--- config.mk ---
export PLATFORM = sky130hd
export DESIGN_NAME = lsu_stage_flat
export DESIGN_NICKNAME = d
export VERILOG_FILES = /design/src/rtl/lsu_stage_if.sv /design/src/rtl/lsu_stage.sv /design/src/flat_wrapper.sv
export SDC_FILE = /design/constraint.sdc
export NUM_CORES = 1
export LEC_CHECK = 0
export BUFFER_PORTS_ARGS = -buffer_cell sky130_fd_sc_hd__buf_2
export CAP_MARGIN = 20
export CORE_MARGIN = 3
export CORE_UTILIZATION = 51
export DETAILED_ROUTE_END_ITERATION = 16
export PLACE_DENSITY = 0.92
export SYNTH_ARGS = -nofsm -noshare
export SYNTH_HDL_FRONTEND = slang
export SYNTH_SLANG_ARGS = --single-unit
--- constraint.sdc ---
create_clock -name clk -period 6.55 [get_ports clk]
set_input_delay 0.655 -clock clk [delete_from_list [all_inputs] [get_ports clk]]
set_output_delay 0.655 -clock clk [all_outputs]
set_load 0.02 [all_outputs]
--- src/rtl/lsu_stage_if.sv ---
// Execute-to-LSU handshake, data-bus and write-back signal bundle.
// master = environment (execute unit, memory, write-back), slave = lsu_stage.
interface lsu_stage_if #(
  parameter int XLEN      = 32,
  parameter int REG_IDX_W = 5
);
  logic                 in_valid;
  logic                 in_ready;
  logic                 is_load;
  logic                 is_store;
  logic [2:0]           funct3;
  logic [XLEN-1:0]      exec_result;
  logic [XLEN-1:0]      store_data;
  logic [REG_IDX_W-1:0] rd_idx;

  logic                 bus_req;
  logic                 bus_we;
  logic [XLEN-1:0]      bus_addr;
  logic [XLEN-1:0]      bus_wdata;
  logic [3:0]           bus_be;
  logic                 bus_ack;
  logic                 bus_err;
  logic [XLEN-1:0]      bus_rdata;

  logic                 wb_valid;
  logic [REG_IDX_W-1:0] wb_rd;
  logic [XLEN-1:0]      wb_data;
  logic                 fault;
  logic [XLEN-1:0]      fault_addr;

  modport master (
    output in_valid, is_load, is_store, funct3, exec_result, store_data, rd_idx,
    output bus_ack, bus_err, bus_rdata,
    input  in_ready, bus_req, bus_we, bus_addr, bus_wdata, bus_be,
    input  wb_valid, wb_rd, wb_data, fault, fault_addr
  );

  modport slave (
    input  in_valid, is_load, is_store, funct3, exec_result, store_data, rd_idx,
    input  bus_ack, bus_err, bus_rdata,
    output in_ready, bus_req, bus_we, bus_addr, bus_wdata, bus_be,
    output wb_valid, wb_rd, wb_data, fault, fault_addr
  );
endinterface

--- src/rtl/lsu_stage.sv ---
// Load/store stage: pass-through in 1 cycle, memory ops as one open bus request (ack + 1 cycle to write-back);
// in_ready low while the bus request is open. LSU_MISALIGN_TRAP_EN traps misaligned H/W instead of forcing alignment.
module lsu_stage #(
  parameter int XLEN      = 32,
  parameter int REG_IDX_W = 5
) (
  input logic        clk,
  input logic        rst,
  lsu_stage_if.slave io
);
  typedef enum logic {IDLE, BUS} state_e;

  state_e               state_q, state_d;
  logic                 we_q, we_d;
  logic [XLEN-1:0]      addr_q, addr_d;
  logic [XLEN-1:0]      wdata_q, wdata_d;
  logic [3:0]           be_q, be_d;
  logic [1:0]           off_q, off_d;
  logic [1:0]           size_q, size_d;
  logic                 uns_q, uns_d;
  logic [REG_IDX_W-1:0] rd_q, rd_d;
  logic [XLEN-1:0]      eaddr_q, eaddr_d;
  logic                 wb_valid_q, wb_valid_d;
  logic [REG_IDX_W-1:0] wb_rd_q, wb_rd_d;
  logic [XLEN-1:0]      wb_data_q, wb_data_d;
  logic                 fault_q, fault_d;
  logic [XLEN-1:0]      fault_addr_q, fault_addr_d;

  logic                 reserved, illegal;
  logic [1:0]           off_w;
  logic [3:0]           be_w;
  logic [XLEN-1:0]      wdata_w;
  logic [XLEN-1:0]      shifted;
  logic [XLEN-1:0]      ld_val;

  // funct3 size field: 00 byte, 01 half, 10 word; bit 2 selects zero-extension.
  assign reserved = (io.funct3[1:0] == 2'b11) || (io.funct3[2] && io.funct3[1]);

`ifdef LSU_MISALIGN_TRAP_EN
  logic misalign;
  assign misalign = ((io.funct3[1:0] == 2'b01) && io.exec_result[0]) ||
                    ((io.funct3[1:0] == 2'b10) && (io.exec_result[1:0] != 2'b00));
  assign illegal  = (io.is_load && io.is_store) || reserved || misalign;
`else
  assign illegal  = (io.is_load && io.is_store) || reserved;
`endif

  always_comb begin
    off_w   = 2'b00;
    be_w    = 4'b1111;
    wdata_w = io.store_data;
    case (io.funct3[1:0])
      2'b00: begin
        off_w   = io.exec_result[1:0];
        be_w    = 4'b0001 << off_w;
        wdata_w = {4{io.store_data[7:0]}};
      end
      2'b01: begin
        off_w   = {io.exec_result[1], 1'b0};
        be_w    = 4'b0011 << off_w;
        wdata_w = {2{io.store_data[15:0]}};
      end
      default: ;
    endcase
  end

  assign shifted = io.bus_rdata >> {off_q, 3'b000};

  always_comb begin
    ld_val = shifted;
    case (size_q)
      2'b00:   ld_val = {{(XLEN-8){~uns_q & shifted[7]}}, shifted[7:0]};
      2'b01:   ld_val = {{(XLEN-16){~uns_q & shifted[15]}}, shifted[15:0]};
      default: ;
    endcase
  end

  always_comb begin
    state_d      = state_q;
    we_d         = we_q;
    addr_d       = addr_q;
    wdata_d      = wdata_q;
    be_d         = be_q;
    off_d        = off_q;
    size_d       = size_q;
    uns_d        = uns_q;
    rd_d         = rd_q;
    eaddr_d      = eaddr_q;
    wb_valid_d   = 1'b0;
    wb_rd_d      = wb_rd_q;
    wb_data_d    = wb_data_q;
    fault_d      = 1'b0;
    fault_addr_d = fault_addr_q;

    if (state_q == IDLE) begin
      if (io.in_valid) begin
        if (!io.is_load && !io.is_store) begin
          wb_valid_d = 1'b1;
          wb_rd_d    = io.rd_idx;
          wb_data_d  = io.exec_result;
        end else if (illegal) begin
          fault_d      = 1'b1;
          fault_addr_d = io.exec_result;
        end else begin
          state_d = BUS;
          we_d    = io.is_store;
          addr_d  = {io.exec_result[XLEN-1:2], 2'b00};
          wdata_d = io.is_store ? wdata_w : '0;
          be_d    = be_w;
          off_d   = off_w;
          size_d  = io.funct3[1:0];
          uns_d   = io.funct3[2];
          rd_d    = io.rd_idx;
          eaddr_d = io.exec_result;
        end
      end
    end else if (io.bus_ack) begin
      state_d = IDLE;
      if (io.bus_err) begin
        fault_d      = 1'b1;
        fault_addr_d = eaddr_q;
      end else if (!we_q) begin
        wb_valid_d = 1'b1;
        wb_rd_d    = rd_q;
        wb_data_d  = ld_val;
      end
    end
  end

  always_ff @(posedge clk or posedge rst) begin
    if (rst) begin
      state_q      <= IDLE;
      we_q         <= 1'b0;
      addr_q       <= '0;
      wdata_q      <= '0;
      be_q         <= '0;
      off_q        <= '0;
      size_q       <= '0;
      uns_q        <= 1'b0;
      rd_q         <= '0;
      eaddr_q      <= '0;
      wb_valid_q   <= 1'b0;
      wb_rd_q      <= '0;
      wb_data_q    <= '0;
      fault_q      <= 1'b0;
      fault_addr_q <= '0;
    end else begin
      state_q      <= state_d;
      we_q         <= we_d;
      addr_q       <= addr_d;
      wdata_q      <= wdata_d;
      be_q         <= be_d;
      off_q        <= off_d;
      size_q       <= size_d;
      uns_q        <= uns_d;
      rd_q         <= rd_d;
      eaddr_q      <= eaddr_d;
      wb_valid_q   <= wb_valid_d;
      wb_rd_q      <= wb_rd_d;
      wb_data_q    <= wb_data_d;
      fault_q      <= fault_d;
      fault_addr_q <= fault_addr_d;
    end
  end

  // bus_req comes straight from the state register so an async reset drops it at once.
  assign io.in_ready   = (state_q == IDLE);
  assign io.bus_req    = (state_q == BUS);
  assign io.bus_we     = we_q;
  assign io.bus_addr   = addr_q;
  assign io.bus_wdata  = wdata_q;
  assign io.bus_be     = be_q;
  assign io.wb_valid   = wb_valid_q;
  assign io.wb_rd      = wb_rd_q;
  assign io.wb_data    = wb_data_q;
  assign io.fault      = fault_q;
  assign io.fault_addr = fault_addr_q;
endmodule

--- src/flat_wrapper.sv ---
// flat-port wrapper written by rule: the top's interface ports become plain ports
module lsu_stage_flat 
#(
  parameter int XLEN      = 32,
  parameter int REG_IDX_W = 5
)
  (clk, rst, io_in_valid, io_is_load, io_is_store, io_funct3, io_exec_result, io_store_data, io_rd_idx, io_bus_ack, io_bus_err, io_bus_rdata, io_in_ready, io_bus_req, io_bus_we, io_bus_addr, io_bus_wdata, io_bus_be, io_wb_valid, io_wb_rd, io_wb_data, io_fault, io_fault_addr);
  lsu_stage_if #(.XLEN(XLEN), .REG_IDX_W(REG_IDX_W)) io_i ();
  input logic clk;
  input logic rst;
  input wire logic [$bits(io_i.in_valid)-1:0] io_in_valid;
  input wire logic [$bits(io_i.is_load)-1:0] io_is_load;
  input wire logic [$bits(io_i.is_store)-1:0] io_is_store;
  input wire logic [$bits(io_i.funct3)-1:0] io_funct3;
  input wire logic [$bits(io_i.exec_result)-1:0] io_exec_result;
  input wire logic [$bits(io_i.store_data)-1:0] io_store_data;
  input wire logic [$bits(io_i.rd_idx)-1:0] io_rd_idx;
  input wire logic [$bits(io_i.bus_ack)-1:0] io_bus_ack;
  input wire logic [$bits(io_i.bus_err)-1:0] io_bus_err;
  input wire logic [$bits(io_i.bus_rdata)-1:0] io_bus_rdata;
  output wire logic [$bits(io_i.in_ready)-1:0] io_in_ready;
  output wire logic [$bits(io_i.bus_req)-1:0] io_bus_req;
  output wire logic [$bits(io_i.bus_we)-1:0] io_bus_we;
  output wire logic [$bits(io_i.bus_addr)-1:0] io_bus_addr;
  output wire logic [$bits(io_i.bus_wdata)-1:0] io_bus_wdata;
  output wire logic [$bits(io_i.bus_be)-1:0] io_bus_be;
  output wire logic [$bits(io_i.wb_valid)-1:0] io_wb_valid;
  output wire logic [$bits(io_i.wb_rd)-1:0] io_wb_rd;
  output wire logic [$bits(io_i.wb_data)-1:0] io_wb_data;
  output wire logic [$bits(io_i.fault)-1:0] io_fault;
  output wire logic [$bits(io_i.fault_addr)-1:0] io_fault_addr;
  assign io_i.in_valid = io_in_valid;
  assign io_i.is_load = io_is_load;
  assign io_i.is_store = io_is_store;
  assign io_i.funct3 = io_funct3;
  assign io_i.exec_result = io_exec_result;
  assign io_i.store_data = io_store_data;
  assign io_i.rd_idx = io_rd_idx;
  assign io_i.bus_ack = io_bus_ack;
  assign io_i.bus_err = io_bus_err;
  assign io_i.bus_rdata = io_bus_rdata;
  assign io_in_ready = io_i.in_ready;
  assign io_bus_req = io_i.bus_req;
  assign io_bus_we = io_i.bus_we;
  assign io_bus_addr = io_i.bus_addr;
  assign io_bus_wdata = io_i.bus_wdata;
  assign io_bus_be = io_i.bus_be;
  assign io_wb_valid = io_i.wb_valid;
  assign io_wb_rd = io_i.wb_rd;
  assign io_wb_data = io_i.wb_data;
  assign io_fault = io_i.fault;
  assign io_fault_addr = io_i.fault_addr;
  lsu_stage #(.XLEN(XLEN), .REG_IDX_W(REG_IDX_W)) u_core (.clk(clk), .rst(rst), .io(io_i));
endmodule
### Word level (Yosys, flattened, before mapping)

Index checks and enable logic that the tools add are counted.
W data, S select, Z words.

* word-level logic and storage cells: 87
* input bits: 111
* memories: 0
* RAM bits: 0
* ROM bits: 0
* latch bits: 0
* register bits: 181

* add/sub/neg operators: 0
* mux-type cells: 40
* eq/ne operators: 8
* div/mod/pow operators: 0
* reduce and logical (&&, ||, !) cells: 15
* $lt $le $gt $ge: 0
* shift-type cells: 3
* bitwise logic cells: 6
* $mul: 0

Operators with widths (number)
* $mux W32: 13
* $pmux W32 S2: 2
* $shr A32 B5 Y32: 1
* $mux W5: 6
* $mux W1: 17
* $reduce_and A5 Y1: 2
* $ne A2 B2 Y1 const B: 4
* $pmux W4 S2: 1
* $reduce_bool A2 Y1: 3
* $eq A2 B1 Y1 const B: 2
* $logic_not A2 Y1: 2
* $not A1 Y1: 4
* $pmux W2 S2: 1
* $reduce_and A4 Y1: 1
* $shl A1 B2 Y4 const A: 1
* $shl A2 B2 Y4 const A: 1
* $logic_and A1 B1 Y1: 3
* $and A1 B1 Y1: 2
* $eq A2 B2 Y1 const B: 1
* $logic_not A1 Y1: 2
* $logic_or A1 B1 Y1: 2
* $ne A2 B1 Y1 const B: 1

### Depth between registers and ports, before layout

* depth in word-level cells: 7
* gate-level depth with buffers: 8
* gate-level depth less buffers: 5

### Worst setup path after synthesis

Ideal clock, no wire load.

* kind: input-to-reg
* start point: input io_funct3[0]
* end point: register u_core.fault_addr_q[10] (netlist: u_core.io.fault_addr[10])
* stages on the path: 6
* path slack: 4.362 ns
* buffers on the path: 2
* required time: 6.425 ns
* setup time: 0.125 ns
* arrival: 2.063 ns
* cell sequence: buf_6 -> o21a_1 -> maj3_2 -> a32oi_4 -> buf_6 -> mux2_2

* longest elaborated chain between the ends: 5

Ends and longest elaborated chain
* from (decl): line flat_wrapper.sv:14 `input wire logic [$bits(io_i.funct3)-1:0] io_funct3;`
* $eq A2 B2 Y1: line lsu_stage.sv:37 `assign reserved = (io.funct3[1:0] == 2'b11) || (io.funct3[2] && io.funct3[1]);`
* $logic_or A1 B1 Y1: line lsu_stage.sv:37
* $logic_or A1 B1 Y1: line lsu_stage.sv:45 `assign illegal = (io.is_load && io.is_store) || reserved;`
* $reduce_bool A2 Y1 (no line)
* $reduce_and A5 Y1 (no line)
* to (signal assigned): line lsu_stage.sv:162 `fault_addr_q <= fault_addr_d;`
* to (decl): line lsu_stage.sv:27 `logic [XLEN-1:0] fault_addr_q, fault_addr_d;`

Every way passes these cells.
A chain may end at the register's enable or synchronous reset.

### Final worst setup path

* start point: register u_core.state_q (netlist: u_core.io.bus_req)
* end point: register u_core.wb_data_q[13] (netlist: u_core.io.wb_data[13])

* longest elaborated chain between the ends: 2

Ends and longest elaborated chain
* from (decl): line lsu_stage.sv:13 `state_e state_q, state_d;`
* from (signal assigned): line lsu_stage.sv:148 `state_q <= state_d;`
* $ne A2 B2 Y1 (no line) or $reduce_bool A2 Y1 (tied branches)
* $reduce_and A5 Y1 (no line)
* to (signal assigned): line lsu_stage.sv:160 `wb_data_q <= wb_data_d;`
* to (decl): line lsu_stage.sv:25 `logic [XLEN-1:0] wb_data_q, wb_data_d;`

Several ways; a longest one is shown, not always the timed one.

==> impl_metrics.json <==
{
  "status": "completed",
  "clock_latency_ns": 0.43,
  "io_pins": 253,
  "maxSlewViolCount": 0,
  "areaGrowthSynthToFinish_pct": 22.25,
  "yosysMostFrequentCell": "dfrtp_1",
  "rsz0062_at_grt": "no",
  "cpMaxStageDelayCell": "clkinv_1",
  "io_buffers": 250,
  "htreeDepth": 4,
  "finalNetCount": 1001,
  "skew_ns": 0.006834,
  "grt_pass1_vias": 6269,
  "max_stage_delay_ns": 1.05,
  "core_area_mm2": 0.01415,
  "async_reset_ff_share_pct": 100.0,
  "hold_viol": 0,
  "totalWireLength_mm": 22.36,
  "clockBufferDepth": 2,
  "setup_violations": 0,
  "end_kind": "register",
  "synth_top_area_cell": "dfrtp_1",
  "critPathKind": "reg2reg",
  "tns_ns": 0,
  "startpoint_type": "register",
  "synth_area_per_cell_um2": 10.80,
  "initial_core_util_pct": 53.05,
  "grt_start_max_net_pins": 85,
  "crit_chain": "or4b_4 -> o31a_1 -> clkinv_1 -> o21ai_0 -> a21oi_1",
  "crit_arrival_ns": 3.92,
  "rows": 43,
  "fp.dieH_um": 127.3,
  "path_delay_family": "compound AO/OA/AOI/OAI gates",
  "critical_path.max_fanout": 34,
  "path_clk_slew_ns": 0.06,
  "cts.sinks": 151,
  "timing.fmax_mhz": 273.8,
  "vias_per_cell": 5.892,
  "netlist_area_mm2": 0.007506,
  "numCtsBuffers": 17,
  "period_needed_ns": 3.653,
  "drtIter0Drc": 597,
  "root_buffer": "clkbuf_16",
  "ys_warn_count": 0,
  "ctsHoldBuffers": 0,
  "ant_nets": 0,
  "synth_cell_types": 41,
  "tightest_slew_ns": 1.015,
  "synth_common_cells": "dfrtp_1, nand2_1, mux2_2, o21ai_0, mux2i_1",
  "crit_buf_inv": 1,
  "ys.flop_type": "dfrtp_1",
  "wl_per_cell_um": 20.63,
  "drcViolationCount": 0,
  "dpl_cell_area_mm2": 0.008563,
  "antenna_found_initial": 2,
  "min_path_type": "in2async",
  "synthCells": 695,
  "ys_seq_area_share_pct": 50.34,
  "cap_violations": 0,
  "cts_tree": "built",
  "vias": 6387,
  "slew_headroom_pct": 32.32,
  "cp.required_ns": 6.82,
  "power_leakage_nw": 4.363,
  "dr.pass1.iters": 5,
  "post_cts_buffers": 0,
  "grt.overflow.total": 0,
  "synth_area_leaders": "dfrtp_1, mux2_2, nand2_1, mux2i_1, buf_4",
  "synth_edf_count": 0,
  "ys_ff_latch": 151,
  "design_area_mm2": 0.009176,
  "die_x_um": 127.3,
  "place_congestion": 0.8469,
  "period_share_pct": 55.77,
  "track_usage_pct": 27.49,
  "dp_hpwl_mm": 15.67,
  "yosysTopAreaCellShare_pct": 50.34,
  "die-area_mm2": 0.01621,
  "p_per_area_mw_per_mm2": 405.6,
  "grt_first_pass_wirelength_mm": 34.51,
  "final_layout_size_suffix_gt1_share_pct": 44.41,
  "cts_repair_resize_count": 0,
  "vdd_drop_max_uv": 177.1
}
-- area by class of cell --
cell class | instances | area [um2]
clock buffers | 20 | 446.7
flip-flops and latches | 151 | 3780
well taps | 180 | 225.2
fillers | 1042 | 4974
diodes | 1 | 2.502
repair buffers | 256 | 1296
clock inverters | 12 | 163.9
inverters | 5 | 23.77
multi-input cells | 459 | 3238
-- worst reg2reg max path: stages, from the launching register on --
cell      delay (ns)
dfrtp_2         0.65
or4b_4          0.41
o31a_1          0.76
clkinv_1        1.05
o21ai_0         0.54
a21oi_1         0.09
-- cell usage in the layout (no fill, tap or decap), types with 2 or more instances in the layout --
cell type and n:
nand2b_1 3, o211ai_1 9, o21ai_0 44, mux2_1 5
o21a_1 2, o31ai_1 17, buf_4 6, or3_1 8
o2bb2ai_1 7, clkbuf_16 17, inv_6 6, nor2b_1 5
clkinv_4 2, a31oi_1 7, buf_2 250, or2_2 2
dfrtp_1 150, mux2i_1 39, conb_1 2, a21oi_1 35
o22ai_1 17, nand2_1 122, clkbuf_1 2, clkinv_1 3
mux2_2 106, nor2_1 14, bufinv_16 3
-- where the power goes --
part	switching [mW]	internal [mW]
Sequential	0.198	1.22
Clock	0.405	0.616
Combinational	0.794	0.485
-- registers in the layout (all words and copies together) (netlist names), 2 cells and up --
name and count:
u_core.rd_q 5, u_core.io.wb_rd 5, u_core.io.wb_data 32, u_core.io.bus_be 4, u_core.size_q 2, u_core.io.fault_addr 32
u_core.off_q 2, u_core.io.bus_wdata 32, u_core.eaddr_q 31
-- final timing paths --
path / start / end / slack [ns] / cells past startpoint
worst max-delay path: u_core.io.bus_req / u_core.io.wb_data[13] / 2.90 / 5
min in group clk: io_bus_ack / u_core.io.bus_req / 0.46 / 2
worst max register to register: u_core.io.bus_req / u_core.io.wb_data[13] / 2.90 / 5
worst min register to register: u_core.io.bus_wdata[13] / u_core.io.bus_wdata[13] / 0.48 / 2
worst min-delay path: rst / u_core.io.bus_wdata[12] / 0.32 / 2
max in group asynchronous: rst / u_core.io.bus_req / 4.71 / 3
-- stage by stage --
stage | cells | setup slack, ns | hold slack (ns) | util [%] | power [mW]
floorplan | 696 | 1.830 | 0.4737 | - | 2.295
global placement | 1051 | 2.766 | 0.4560 | 60.52 | 2.647
detailed placement | 1051 | 2.614 | 0.4642 | 60.52 | 2.698
CTS | 1083 | 2.902 | 0.3393 | 64.83 | 3.733
global route | 1084 | 2.646 | 0.3717 | 64.85 | 3.897
finish | 1084 | 2.897 | 0.3154 | 64.85 | 3.721
-- logic make-up (layout without fill, tap and decap cells) --
kind of cell | Yosys count | after routing | share of synthesized area [%]
and+or+nand+nor | 159 | 159 | 8.852
DFF | 151 | 151 | 50.34
muxes | 150 | 150 | 21.85
AOI/OAI and AO/OA | 146 | 146 | 12.07
buffers and inverters | 86 | 293 | 6.568
adders and majority gates | 1 | 1 | 0.1500
other | 1 | 3 | 0.04996
xor gates and xnor gates | 1 | 1 | 0.1167
-- routing by layer --
layer	vias to the layer above	global-route usage, %	part of all wire (%)	wire length [um]
met5	-	0	0.058	13
met4	2	12.49	4.0	890
met3	70	8.110	9.9	2205
met1	3103	32.52	36	8074
li1	2816	-	-	-
met2	396	46.30	50	11180
Power figures use the tool's default switching activity.
